`src/rtl/fetch_stage_if.sv`:
```
// fetch_stage_if: control inputs, instruction-memory bus and F->X outputs of the fetch stage
interface fetch_stage_if #(
  parameter int IMEM_AW = 14,
  parameter int BIOS_AW = 12
);
  logic               stall;
  logic [2:0]         pc_sel;
  logic [31:0]        alu_target;
  logic [31:0]        jal_target;
  logic [IMEM_AW-1:0] imem_addr;
  logic [BIOS_AW-1:0] bios_addr;
  logic [31:0]        imem_dout;
  logic [31:0]        bios_dout;
  logic [31:0]        pc_f;
  logic [31:0]        instr_x;
  logic [31:0]        pc_x;
  logic               valid_x;
  logic               cnt_clr;
  logic [31:0]        cycle_cnt;
  logic [31:0]        instr_cnt;
  modport master (
    output stall, pc_sel, alu_target, jal_target, imem_dout, bios_dout, cnt_clr,
    input  imem_addr, bios_addr, pc_f, instr_x, pc_x, valid_x, cycle_cnt, instr_cnt
  );
  modport slave (
    input  stall, pc_sel, alu_target, jal_target, imem_dout, bios_dout, cnt_clr,
    output imem_addr, bios_addr, pc_f, instr_x, pc_x, valid_x, cycle_cnt, instr_cnt
  );
endinterface

```
`src/rtl/fetch_stage.sv`:
```
// fetch_stage: PC register, next-PC select, BIOS/IMEM fetch, F->X register with redirect squash and counters
module fetch_stage #(
  parameter logic [31:0] RESET_PC = 32'h4000_0000,
  parameter int          IMEM_AW  = 14,
  parameter int          BIOS_AW  = 12,
  parameter logic [31:0] NOP      = 32'h0000_0013
) (
  input logic         clk,
  input logic         rst,
  fetch_stage_if.slave io_bus
);
  typedef enum logic {BOOT, RUN} state_t;
  state_t      r_state, w_state_nxt;
  logic [31:0] r_pc_f, r_instr_x, r_pc_x, r_cycle_cnt, r_instr_cnt;
  logic        r_valid_x;
  logic [31:0] w_seq_pc, w_sel_pc, w_next_pc, w_fetch;
  logic        w_redirect, w_bios, w_imem, w_fvalid;
  logic        w_unused;
  always_comb begin
    w_seq_pc    = r_pc_f + 32'd4;
    w_sel_pc    = io_bus.pc_sel == 3'd0 ? RESET_PC :
                  io_bus.pc_sel == 3'd2 ? w_seq_pc :
                  io_bus.pc_sel == 3'd3 ? {io_bus.alu_target[31:2], 2'b00} :
                  io_bus.pc_sel == 3'd4 ? {io_bus.jal_target[31:2], 2'b00} : r_pc_f;
    w_next_pc   = rst ? RESET_PC : io_bus.stall ? r_pc_f : r_state == BOOT ? w_seq_pc : w_sel_pc;
    w_redirect  = r_state == RUN && !io_bus.stall &&
                  (io_bus.pc_sel == 3'd0 || io_bus.pc_sel == 3'd3 || io_bus.pc_sel == 3'd4);
    w_bios      = r_pc_f[31:28] == 4'b0100;
    w_imem      = r_pc_f[31:28] == 4'b0001;
    // BOOT and redirects squash whatever word is sitting on the memory outputs
    w_fvalid    = (w_bios || w_imem) && r_state == RUN && !w_redirect;
    w_fetch     = !w_fvalid ? NOP : w_bios ? io_bus.bios_dout : io_bus.imem_dout;
    w_state_nxt = io_bus.stall ? r_state : RUN;
  end
  always_ff @(posedge clk) begin
    if (rst) begin
      r_state     <= BOOT;
      r_pc_f      <= RESET_PC;
      r_instr_x   <= NOP;
      r_pc_x      <= RESET_PC;
      r_valid_x   <= 1'b0;
      r_cycle_cnt <= '0;
      r_instr_cnt <= '0;
    end else begin
      r_state     <= w_state_nxt;
      r_cycle_cnt <= io_bus.cnt_clr ? '0 : r_cycle_cnt + 32'd1;
      r_instr_cnt <= io_bus.cnt_clr ? '0 : r_instr_cnt + {31'd0, !io_bus.stall && w_fvalid};
      if (!io_bus.stall) begin
        r_pc_f    <= w_next_pc;
        r_instr_x <= w_fetch;
        r_pc_x    <= r_pc_f;
        r_valid_x <= w_fvalid;
      end
    end
  end
  assign io_bus.imem_addr = w_next_pc[IMEM_AW+1:2];
  assign io_bus.bios_addr = w_next_pc[BIOS_AW+1:2];
  assign io_bus.pc_f      = r_pc_f;
  assign io_bus.instr_x   = r_instr_x;
  assign io_bus.pc_x      = r_pc_x;
  assign io_bus.valid_x   = r_valid_x;
  assign io_bus.cycle_cnt = r_cycle_cnt;
  assign io_bus.instr_cnt = r_instr_cnt;
  assign w_unused         = ^{io_bus.alu_target[1:0], io_bus.jal_target[1:0]};
endmodule

```
`src/flat_wrapper.sv`:
```
// flat-port wrapper written by rule: the top's interface ports become plain ports
module fetch_stage_flat 
#(
  parameter logic [31:0] RESET_PC = 32'h4000_0000,
  parameter int          IMEM_AW  = 14,
  parameter int          BIOS_AW  = 12,
  parameter logic [31:0] NOP      = 32'h0000_0013
)
  (clk, rst, io_bus_stall, io_bus_pc_sel, io_bus_alu_target, io_bus_jal_target, io_bus_imem_dout, io_bus_bios_dout, io_bus_cnt_clr, io_bus_imem_addr, io_bus_bios_addr, io_bus_pc_f, io_bus_instr_x, io_bus_pc_x, io_bus_valid_x, io_bus_cycle_cnt, io_bus_instr_cnt);
  fetch_stage_if #(.IMEM_AW(IMEM_AW), .BIOS_AW(BIOS_AW)) io_bus_i ();
  input logic clk;
  input logic rst;
  input wire logic [$bits(io_bus_i.stall)-1:0] io_bus_stall;
  input wire logic [$bits(io_bus_i.pc_sel)-1:0] io_bus_pc_sel;
  input wire logic [$bits(io_bus_i.alu_target)-1:0] io_bus_alu_target;
  input wire logic [$bits(io_bus_i.jal_target)-1:0] io_bus_jal_target;
  input wire logic [$bits(io_bus_i.imem_dout)-1:0] io_bus_imem_dout;
  input wire logic [$bits(io_bus_i.bios_dout)-1:0] io_bus_bios_dout;
  input wire logic [$bits(io_bus_i.cnt_clr)-1:0] io_bus_cnt_clr;
  output wire logic [$bits(io_bus_i.imem_addr)-1:0] io_bus_imem_addr;
  output wire logic [$bits(io_bus_i.bios_addr)-1:0] io_bus_bios_addr;
  output wire logic [$bits(io_bus_i.pc_f)-1:0] io_bus_pc_f;
  output wire logic [$bits(io_bus_i.instr_x)-1:0] io_bus_instr_x;
  output wire logic [$bits(io_bus_i.pc_x)-1:0] io_bus_pc_x;
  output wire logic [$bits(io_bus_i.valid_x)-1:0] io_bus_valid_x;
  output wire logic [$bits(io_bus_i.cycle_cnt)-1:0] io_bus_cycle_cnt;
  output wire logic [$bits(io_bus_i.instr_cnt)-1:0] io_bus_instr_cnt;
  assign io_bus_i.stall = io_bus_stall;
  assign io_bus_i.pc_sel = io_bus_pc_sel;
  assign io_bus_i.alu_target = io_bus_alu_target;
  assign io_bus_i.jal_target = io_bus_jal_target;
  assign io_bus_i.imem_dout = io_bus_imem_dout;
  assign io_bus_i.bios_dout = io_bus_bios_dout;
  assign io_bus_i.cnt_clr = io_bus_cnt_clr;
  assign io_bus_imem_addr = io_bus_i.imem_addr;
  assign io_bus_bios_addr = io_bus_i.bios_addr;
  assign io_bus_pc_f = io_bus_i.pc_f;
  assign io_bus_instr_x = io_bus_i.instr_x;
  assign io_bus_pc_x = io_bus_i.pc_x;
  assign io_bus_valid_x = io_bus_i.valid_x;
  assign io_bus_cycle_cnt = io_bus_i.cycle_cnt;
  assign io_bus_instr_cnt = io_bus_i.instr_cnt;
  fetch_stage #(.RESET_PC(RESET_PC), .IMEM_AW(IMEM_AW), .BIOS_AW(BIOS_AW), .NOP(NOP)) u_core (.clk(clk), .rst(rst), .io_bus(io_bus_i));
endmodule
```
`config.mk`:
```
export PLATFORM = sky130hd
export DESIGN_NAME = fetch_stage_flat
export DESIGN_NICKNAME = d
export VERILOG_FILES = /design/src/rtl/fetch_stage_if.sv /design/src/rtl/fetch_stage.sv /design/src/flat_wrapper.sv
export SDC_FILE = /design/constraint.sdc
export NUM_CORES = 1
export LEC_CHECK = 0
export BUFFER_PORTS_ARGS = -buffer_cell sky130_fd_sc_hd__buf_2
export CAP_MARGIN = 10
export CORE_MARGIN = 2
export CORE_UTILIZATION = 49
export DETAILED_ROUTE_END_ITERATION = 12
export PLACE_DENSITY = 0.91
export SLEW_MARGIN = 10
export SYNTH_ARGS = -nofsm -noshare
export SYNTH_HDL_FRONTEND = slang
export SYNTH_SLANG_ARGS = --single-unit
export TNS_END_PERCENT = 100
```
`constraint.sdc`:
```
create_clock -name clk -period 4.75 [get_ports clk]
set_input_delay 1.425 -clock clk [delete_from_list [all_inputs] [get_ports clk]]
set_output_delay 1.425 -clock clk [all_outputs]
set_load 0.01 [all_outputs]
```
==> run metrics, run 1 <==
status completed; Die Footprint 0.01766 mm2; CTS buffer count 17; pin count of the biggest net entering global routing 58; initial DRC count 750; MaxCap Viol Count 0; Die Ht approximately 130 um; top_reg_cell synth dfxtp_1; skew final 11.01 ps; CTS tree built; family with the most delay on the worst path compound AO/OA/AOI/OAI gates; crit-path most repeated cell buf_2; Lkg Pwr 4.915 nW; Cells after Synth 974; Pint 0.002309 W; vias in the first global route roughly 7900; DRC Markers 0; synth top area cells dfxtp_1 (39%), mux2i_1 (7.3%), nor2_1 (5.8%); CTS sink count 158; leading area contributor after synthesis dfxtp_1; Largest stage delay, worst path 370 ps; Worst Hold Class flip-flop to flip-flop; Pins Over Slew Limit 0; Post-synth EDFFs 0; worst hold path startpoint u_core.io_bus.pc_x[30]; # rows 47; Worst Setup Start Kind input port; Worst path depth 8; Die X approximately 130 um; Synth cell types 67; Flop pwr share 43.8%; Arr. time, crit path 3160 ps; Storage cell area 0.003163 mm2; layout cells sized above 1 32.57%; crit share post-route a little over nine tenths; Max clock buf depth 2; Worst-path clk slew ~60 ps; GRT overflow 0; Area Growth Syn to Fin 27.65%; final hold violation count 0; Req. time, crit path 3320 ps; crit path launch io_bus_pc_sel[1]; Routed Antenna Nets 0; fin util 63.34%; clock power share 42.4%; drt pass-1 iters 8; # IOs 322; sw power 0.0008869 W; combinational power share approximately 14%; via count 8564; Final min period 4581 ps; Post-CTS Setup Repair Bufs 0; chain of cells forming the critical path buf_2 > or2_2 > o311ai_1 > buf_4 > a21oi_1 > a31o_2 > a22o_1 > buf_2; CTS Hold Buffers Added 0; CP endpoint io_bus_bios_addr[3]; total wire length 25630 um; reg-to-reg endpoint u_core.io_bus.instr_cnt[26]; first-pass GRT wire length 40290 um; H-tree depth 4; Hold Slack roughly 470 ps; number of gates resized after cts 0; detailed-placement wirelength estimate 19210 um; Fillers between 1000 and 1500; post-synthesis sequential area ratio between 30% and 40%; Synth top area share 38.85%; clock latency on the worst-skew pair 420 ps; count leader, synth dfxtp_1; #FFs+latches synth approximately 160; Worst-Margin Slew 1228 ps; Netlist Area Pre-Place a little over 0.008 mm2; worst vdd ir approximately 0.24 mV; vias per std cell 5.767; routability cong. roughly 0.99; crit path kind input port to output port; PortBufs 313; Core Region 0.01641 mm2; reg2reg setup slack around 1600 ps; Setup Viol. Count Final 0; antenna violations before repair 1; Multi-input gate area 0.004449 mm2; synth cell count leaders dfxtp_1 (158), nor2_1 (126), nand2_1 (81); syn avg cell area 8.359 um2; RSZ-0062 raised after global routing no; buffers and inverters on the worst path 3; Total GRT Usage 28.31%; crit-path max FO 7; Worst path slowest cell o311ai_1; f_max 218.3 MHz; Routed wire per std cell around 17 um; R2R Path Start u_core.r_state; Tot Pwr 0.003196 W; Fin Setup TNS 0 ps; sw frac 27.75%; Starting Density between 40% and 50%; Slew HR around 18%; crit end category output port; nets 1391; Root Buffer clkbuf_16; asr flop ratio synth 0%; PwrDens 307.6 mW/mm2; yosys warns 0; # diodes 0; R2R cell count 13
placed cells by master, fill, tap and decap left out, types with 5 or more instances in the layout:
cell,n
and4_1,11
nand3_1,41
xnor2_1,12
o221ai_1,6
and3_1,17
inv_1,15
dfxtp_1,158
a211oi_1,8
o211ai_1,8
nand2_1,81
buf_4,40
o22ai_1,5
o21ai_0,53
clkbuf_16,17
nor4_1,10
nor2_1,126
a31oi_1,13
or3_1,12
a311oi_1,6
a221oi_1,5
xor2_1,36
nand4_1,23
a2bb2oi_1,29
a21oi_1,39
mux2i_1,59
o221a_2,6
nor3_1,16
a22o_1,6
a21o_1,11
and2_1,7
or3b_2,5
buf_2,312
layer usage:
metal	wire length, um	vias up	global-route usage (%)
met1	10050	3946	35.38
met4	869	2	12.25
met3	2433	68	6.245
li1	-	4049	-
met5	13	-	0
met2	12270	499	47.04
area by class of cell:
type                            count  share of cell area (%)
Tap cell                          220                   2.649
Multi-Input combinational cell    708                   42.81
Inverter                           15                  0.5418
Clock inverter                     14                   1.421
Clock buffer                       18                   4.226
Sequential cell                   158                   30.44
Timing Repair Buffer              352                   17.91
cells by family after synthesis:
logic type	count (synthesis)	synth area share, %
fa+ha+maj	4	0.6147
buf+inv	111	6.716
xor+xnor	48	5.164
compound gates	218	18.44
other cells	1	0.04606
mux	63	7.807
simple gates	371	22.36
flops	158	38.85
how the worst min path moves through the flow:
stage	slack, ps	end	cells past startpoint
floorplan	470	u_core.io_bus.cycle_cnt[0]	1
global placement	440	u_core.io_bus.cycle_cnt[0]	1
detailed placement	460	u_core.io_bus.pc_x[30]	2
CTS	480	u_core.io_bus.pc_x[30]	2
global route	500	u_core.io_bus.instr_x[6]	2
finish	470	u_core.io_bus.pc_x[30]	2
worst min-delay path: stages, from the launching register on:
cell	delay, ps
dfxtp_1	320
a21oi_1	60
o21ai_0	60
metrics by stage:
stage | worst slack [ps] | std cells | instance area (um2)
6_report | 169.2 | 1485 | 10390
5_1_grt | 32.85 | 1485 | 10390
4_1_cts | 186.4 | 1485 | 10390
3_5_place_dp | 197.6 | 1453 | 9806
3_3_place_gp | 223.5 | 1453 | 9806
2_1_floorplan | 134.5 | 977 | 8153
flip-flops by register name, indices dropped and copies added (netlist names):
register,flops
u_core.io_bus.cycle_cnt,32
u_core.io_bus.instr_cnt,32
u_core.io_bus.instr_x,32
u_core.io_bus.pc_f,30
u_core.io_bus.pc_x,30
u_core.io_bus.valid_x,1
u_core.r_state,1
power by group through the flow:
stage,Sequential [W],Clock [W],Combinational [W]
finish,0.00140,0.00136,0.000440
global route,0.00140,0.00143,0.000473
CTS,0.00140,0.00138,0.000435
detailed placement,0.00143,0,0.000434
global placement,0.00143,0,0.000424
floorplan,0.00143,0,0.000273
Power figures use the tool's default switching activity.
==> run 2, diff against run 1 <==
--- a/config.mk
+++ b/config.mk
@@ -7,10 +7,10 @@
 export LEC_CHECK = 0
 export BUFFER_PORTS_ARGS = -buffer_cell sky130_fd_sc_hd__buf_2
 export CAP_MARGIN = 10
-export CORE_MARGIN = 2
+export CORE_MARGIN = 4
 export CORE_UTILIZATION = 49
 export DETAILED_ROUTE_END_ITERATION = 12
-export PLACE_DENSITY = 0.91
+export PLACE_DENSITY = 0.8
 export SLEW_MARGIN = 10
 export SYNTH_ARGS = -nofsm -noshare
 export SYNTH_HDL_FRONTEND = slang
==> run 2 against run 1 <==
Against the previous run: non-clock buffer count is 9 lower; clock skew is 0.58 ps higher; maximum frequency is 1.1% lower; worst setup slack worse by 51 ps; wire length is 0.47% lower; die area is 6.1% higher; critical path type unchanged.
==> run metrics, run 2 (same netlist as run 1, synthesis figures left out) <==
Worst Hold Class flip-flop to flip-flop; Max clock buf depth 2; # diodes 0; Fillers 1387; CTS buffer count 17; Largest stage delay, worst path ~480 ps; Worst-path clk slew around 70 ps; R2R cell count 12; Die Ht 136.9 um; CTS tree built; CTS sink count 158; Worst path depth 7; vias in the first global route slightly below 8000; R2R Path Start u_core.r_state; hold depth 2; initial DRC count 621; H-tree depth 4; reg-to-reg endpoint u_core.io_bus.instr_cnt[26]; f_max 215.9 MHz; PortBufs 313; drt pass-1 iters 6; first-pass GRT wire length 39470 um; Final min period roughly 4600 ps; via count 8460; Storage cell area 0.003163 mm2; fin util 64.21%; Req. time, crit path 3320 ps; status completed; Worst path slowest cell or3b_2; Area Growth Syn to Fin 26.65%; PwrDens around 310 mW/mm2; reg2reg setup slack 1550 ps; Arr. time, crit path 3210 ps; GRT overflow 0; Multi-input gate area 0.004452 mm2; crit share post-route 97.51%; Pins Over Slew Limit 0; DRC Markers 0; Root Buffer clkbuf_16; Fin Setup TNS 0 ps; skew final between 10 and 15 ps; buffers and inverters on the worst path 2; Total GRT Usage 26.38%; chain of cells forming the critical path buf_2 > or3b_2 > a211oi_1 > a211oi_1 > a221oi_1 > o21ai_0 > buf_2; detailed-placement wirelength estimate 19240 um; Routed wire per std cell 17.33 um; Slew HR 32.77%; Worst Setup Start Kind input port; Setup Viol. Count Final 0; # rows 46; crit end category output port; layout cells sized above 1 32.09%; commonest non-fill, non-tap cell in the layout buf_2; pin count of the biggest net entering global routing 47; Lkg Pwr a little under 5 nW; Die X 136.9 um; clock latency on the worst-skew pair 420 ps; Core Region 0.01606 mm2; worst vdd ir between 0.2 and 0.25 mV; Worst-Margin Slew 999.2 ps; antenna violations before repair 0; most frequent cells in the layout buf_2 (312), dfxtp_1 (158), nor2_1 (125); crit path kind input port to output port; vias per std cell 5.747; worst hold path startpoint u_core.io_bus.valid_x; Routed Antenna Nets 0; # IOs 322; Starting Density between 50 and 60%; crit-path max FO 12; final hold violation count 0; WHS Endpoint u_core.io_bus.valid_x; MaxCap Viol Count 0; Die Footprint 0.01874 mm2; CTS Hold Buffers Added 0; nets 1382; routability cong. 0.9756; RSZ-0062 raised after global routing no; total wire length 25510 um; family with the most delay on the worst path compound AO/OA/AOI/OAI gates
==> run 2: worst max-delay path by stage <==
stage	startpoint	to	slack, ps
6_report	io_bus_pc_sel[1]	io_bus_imem_addr[5]	120
5_1_grt	io_bus_pc_sel[1]	io_bus_bios_addr[11]	50
4_1_cts	io_bus_pc_sel[0]	io_bus_imem_addr[13]	160
3_5_place_dp	io_bus_pc_sel[0]	io_bus_imem_addr[13]	160
3_3_place_gp	io_bus_pc_sel[0]	io_bus_imem_addr[13]	180
2_1_floorplan	io_bus_pc_sel[1]	io_bus_bios_addr[3]	130
==> run 2: where the power goes <==
part	leakage, nW	internal [W]	total, W	switching, W
Combinational	3.31	0.000195	0.000431	0.000237
Clock	0.282	0.000742	0.00134	0.000602
Sequential	1.28	0.00136	0.00140	0.0000461
==> run 2: area by class of cell <==
class	count	area share, %
clock buffers	18	4.162
clock inverters	14	1.420
inverters	15	0.5461
multi-input cells	708	43.17
flip-flops and latches	158	30.68
well taps	216	2.621
repair buffers	343	17.40
==> run 2: timing repair <==
action | in CTS | in global routing
hold endpoints to repair | 0 | 0
resized for setup | 0 | 1
endpoints found under the setup margin | 0 | 1
setup buffers | 0 | 0
==> run 2: stage by stage <==
step | std cells | total power [W] | setup WS [ps] | hold slack, ps | cell area (um2)
floorplan | 977 | 0.001699 | 134.5 | 469.1 | 8153
global placement | 1440 | 0.001850 | 180.2 | 448.8 | 9733
detailed placement | 1440 | 0.001857 | 161.5 | 462.3 | 9733
CTS | 1472 | 0.003193 | 159.1 | 473.7 | 10310
global route | 1472 | 0.003301 | 51.23 | 494.9 | 10310
finish | 1472 | 0.003178 | 118.3 | 471.6 | 10310
==> run 2: layer usage <==
layer / vias up / wire length [um] / GRT usage (%)
met5: - / 0 / 0
met4: 0 / 600 / 9.202
met3: 46 / 2252 / 5.551
met2: 431 / 12190 / 43.62
met1: 3954 / 10460 / 34.23
li1: 4029 / - / -
==> run 2: worst min-delay path: stages (launching register included) <==
cell     delay, ps
dfxtp_1        310
nand2_1         60
a21oi_1         60
==> run 3, diff against run 2 <==
--- a/config.mk
+++ b/config.mk
@@ -5,10 +5,11 @@
 export SDC_FILE = /design/constraint.sdc
 export NUM_CORES = 1
 export LEC_CHECK = 0
+export ABC_AREA = 1
 export BUFFER_PORTS_ARGS = -buffer_cell sky130_fd_sc_hd__buf_2
 export CAP_MARGIN = 10
 export CORE_MARGIN = 4
-export CORE_UTILIZATION = 49
+export CORE_UTILIZATION = 50
 export DETAILED_ROUTE_END_ITERATION = 12
 export PLACE_DENSITY = 0.8
 export SLEW_MARGIN = 10
==> run 3 against run 2 <==
Against the previous run: hold slack got worse by 8.5 ps; synthesized cell count increased by 34%; area after synthesis increased by 8.3%; utilization decreased by 1.3 points; global-route usage increased by 2.2 points; sequential share of layout area decreased by 1.6 points; first-iteration DRC count increased by 21%; critical endpoint is now io_bus_bios_addr[10].
==> run metrics, run 3 <==
Starting Density 50.97%; pin count of the biggest net entering global routing 53; chain of cells forming the critical path buf_2 > inv_2 > nand2_2 > nand2_2 > a21oi_1 > a21oi_1 > o21ai_0 > a21oi_1 > buf_2; Setup Viol. Count Final 0; total wire length about 29000 um; Req. time, crit path around 3300 ps; crit share post-route 96.54%; count leader, synth nand2_1; Worst path slowest cell nand2_2; asr flop ratio synth 0%; MaxCap Viol Count 0; DRC Markers 0; family with the most delay on the worst path compound AO/OA/AOI/OAI gates; via count 9765; # diodes 0; synth cell count leaders nand2_1 (339), dfxtp_1 (158), nor2_1 (147); f_max 218.1 MHz; detailed-placement wirelength estimate 22750 um; syn avg cell area 6.735 um2; initial DRC count 749; # rows 48; status completed; # IOs 322; Post-CTS Setup Repair Bufs 0; crit-path max FO 21; clock latency on the worst-skew pair 420 ps; CTS buffer count 17; synth top area cells dfxtp_1 (36%), nand2_1 (14%), a21oi_1 (8.1%); Routed Antenna Nets 0; leading area contributor after synthesis dfxtp_1; nets 1715; Routed wire per std cell 16.26 um; Die Footprint 0.01982 mm2; crit-path most repeated cell a21oi_1; Cells after Synth 1309; GRT overflow 0; skew final approximately 13 ps; Worst-Margin Slew 589.6 ps; Largest stage delay, worst path about 360 ps; #FFs+latches synth 158; Total GRT Usage 28.58%; Netlist Area Pre-Place around 0.009 mm2; Die X approximately 140 um; Synth top area share 35.88%; Area Growth Syn to Fin 23.36%; Worst Setup Start Kind input port; PortBufs 313; final hold violation count 0; Post-synth EDFFs 0; antenna violations before repair 0; Die Ht 140.8 um; buffers and inverters on the worst path 3; Arr. time, crit path around 3200 ps; drt pass-1 iters 6; CTS tree built; Slew HR around three fifths; routability cong. 1.019; most frequent cells in the layout nand2_1 (339), buf_2 (313), dfxtp_1 (158); vias per std cell 5.383; top_reg_cell synth dfxtp_1; Worst-path clk slew 60 ps; layout cells sized above 1 around 28%; crit path kind input port to output port; Max clock buf depth 2; Lkg Pwr 4.610 nW; Fin Setup TNS 0 ps; commonest non-fill, non-tap cell in the layout nand2_1; yosys warns 0; Worst Hold Class flip-flop to flip-flop; H-tree depth 4; CTS sink count 158; first-pass GRT wire length 46130 um; Core Region approximately 0.017 mm2; CTS Hold Buffers Added 0; Pins Over Slew Limit 0; worst vdd ir 0.2560 mV; Synth cell types 44; Root Buffer clkbuf_16; Hold Slack between 400 and 500 ps; RSZ-0062 raised after global routing no; post-synthesis sequential area ratio 35.88%; crit end category output port; vias in the first global route 8884; PwrDens 295.4 mW/mm2; Final min period 4585 ps; number of gates resized after cts 0
-- run 3: changes by cell type after synthesis, moves of 29 or more --
cell       before  now
a21oi_1        39  142
mux2i_1        59    0
o21ai_0        53   87
a2bb2oi_1      29    0
nand3_1        41   75
inv_1          15   80
nand2_1        81  339
-- run 3: worst reg2reg max path, delay by kind of cell, from the launching register on --
kind            cells  cell delay [ps]
simple gates       11             1530
fa+ha+maj           2              440
buf+inv             3              230
flops               1              450
compound gates      1              140
-- run 3: cell type report --
class                   instances  area, um2
clock buffers                  22      474.2
clock inverters                10      102.6
fillers                      1660       6421
inverters                      91      344.1
multi-input cells             979       4823
flip-flops and latches        158       3163
well taps                     225      281.5
repair buffers                329       1687
-- run 3: routing by layer --
layer  vias to the layer above  track usage (%)  routed length, um
li1                       4812                -                  -
met1                      4406            36.79              12090
met2                       488            47.18              13920
met3                        59            7.327               2728
met4                         0            8.924                756
met5                         -                0                  0
-- run 3: worst paths after layout --
path                                        startpoint                     endpoint  slack, ps  cells past startpoint
worst max-delay path                  io_bus_pc_sel[0]         io_bus_bios_addr[10]        160                      9
worst min-delay path            u_core.io_bus.pc_x[30]       u_core.io_bus.pc_x[30]        460                      2
worst max register to register  u_core.io_bus.pc_f[30]  u_core.io_bus.instr_cnt[14]       1890                     17
worst min register to register  u_core.io_bus.pc_x[30]       u_core.io_bus.pc_x[30]        460                      2
-- run 3: cell families after synthesis --
group                      after synthesis  synth area share (%)
adders and majority gates                4                0.5677
AOI/OAI and AO/OA                      259                 15.53
other                                    1               0.04254
muxes                                   29                 3.704
xor gates and xnor gates                25                 2.484
buffers and inverters                  175                 9.537
and+or+nand+nor                        658                 32.26
DFF                                    158                 35.88
-- run 3: metrics by stage --
| step | total power (W) | area [um2] | instances | setup slack, ps | util (%) |
|---|---|---|---|---|---|
| 5_1_grt | 0.003347 | 10880 | 1814 | 27.65 | 62.88 |
| 2_1_floorplan | 0.001732 | 8827 | 1312 | 713.2 | - |
| 4_1_cts | 0.003227 | 10880 | 1814 | 215.8 | 62.88 |
| 3_3_place_gp | 0.001894 | 10300 | 1782 | 273.3 | 59.54 |
| 6_report | 0.003213 | 10880 | 1814 | 164.5 | 62.88 |
| 3_5_place_dp | 0.001900 | 10300 | 1782 | 227.1 | 59.54 |
-- run 3: power breakdown --
group	switching (W)	total [W]	internal, W
logic	0.000275	0.000460	0.000185
registers	0.0000498	0.00142	0.00137
clock network	0.000567	0.00134	0.000769
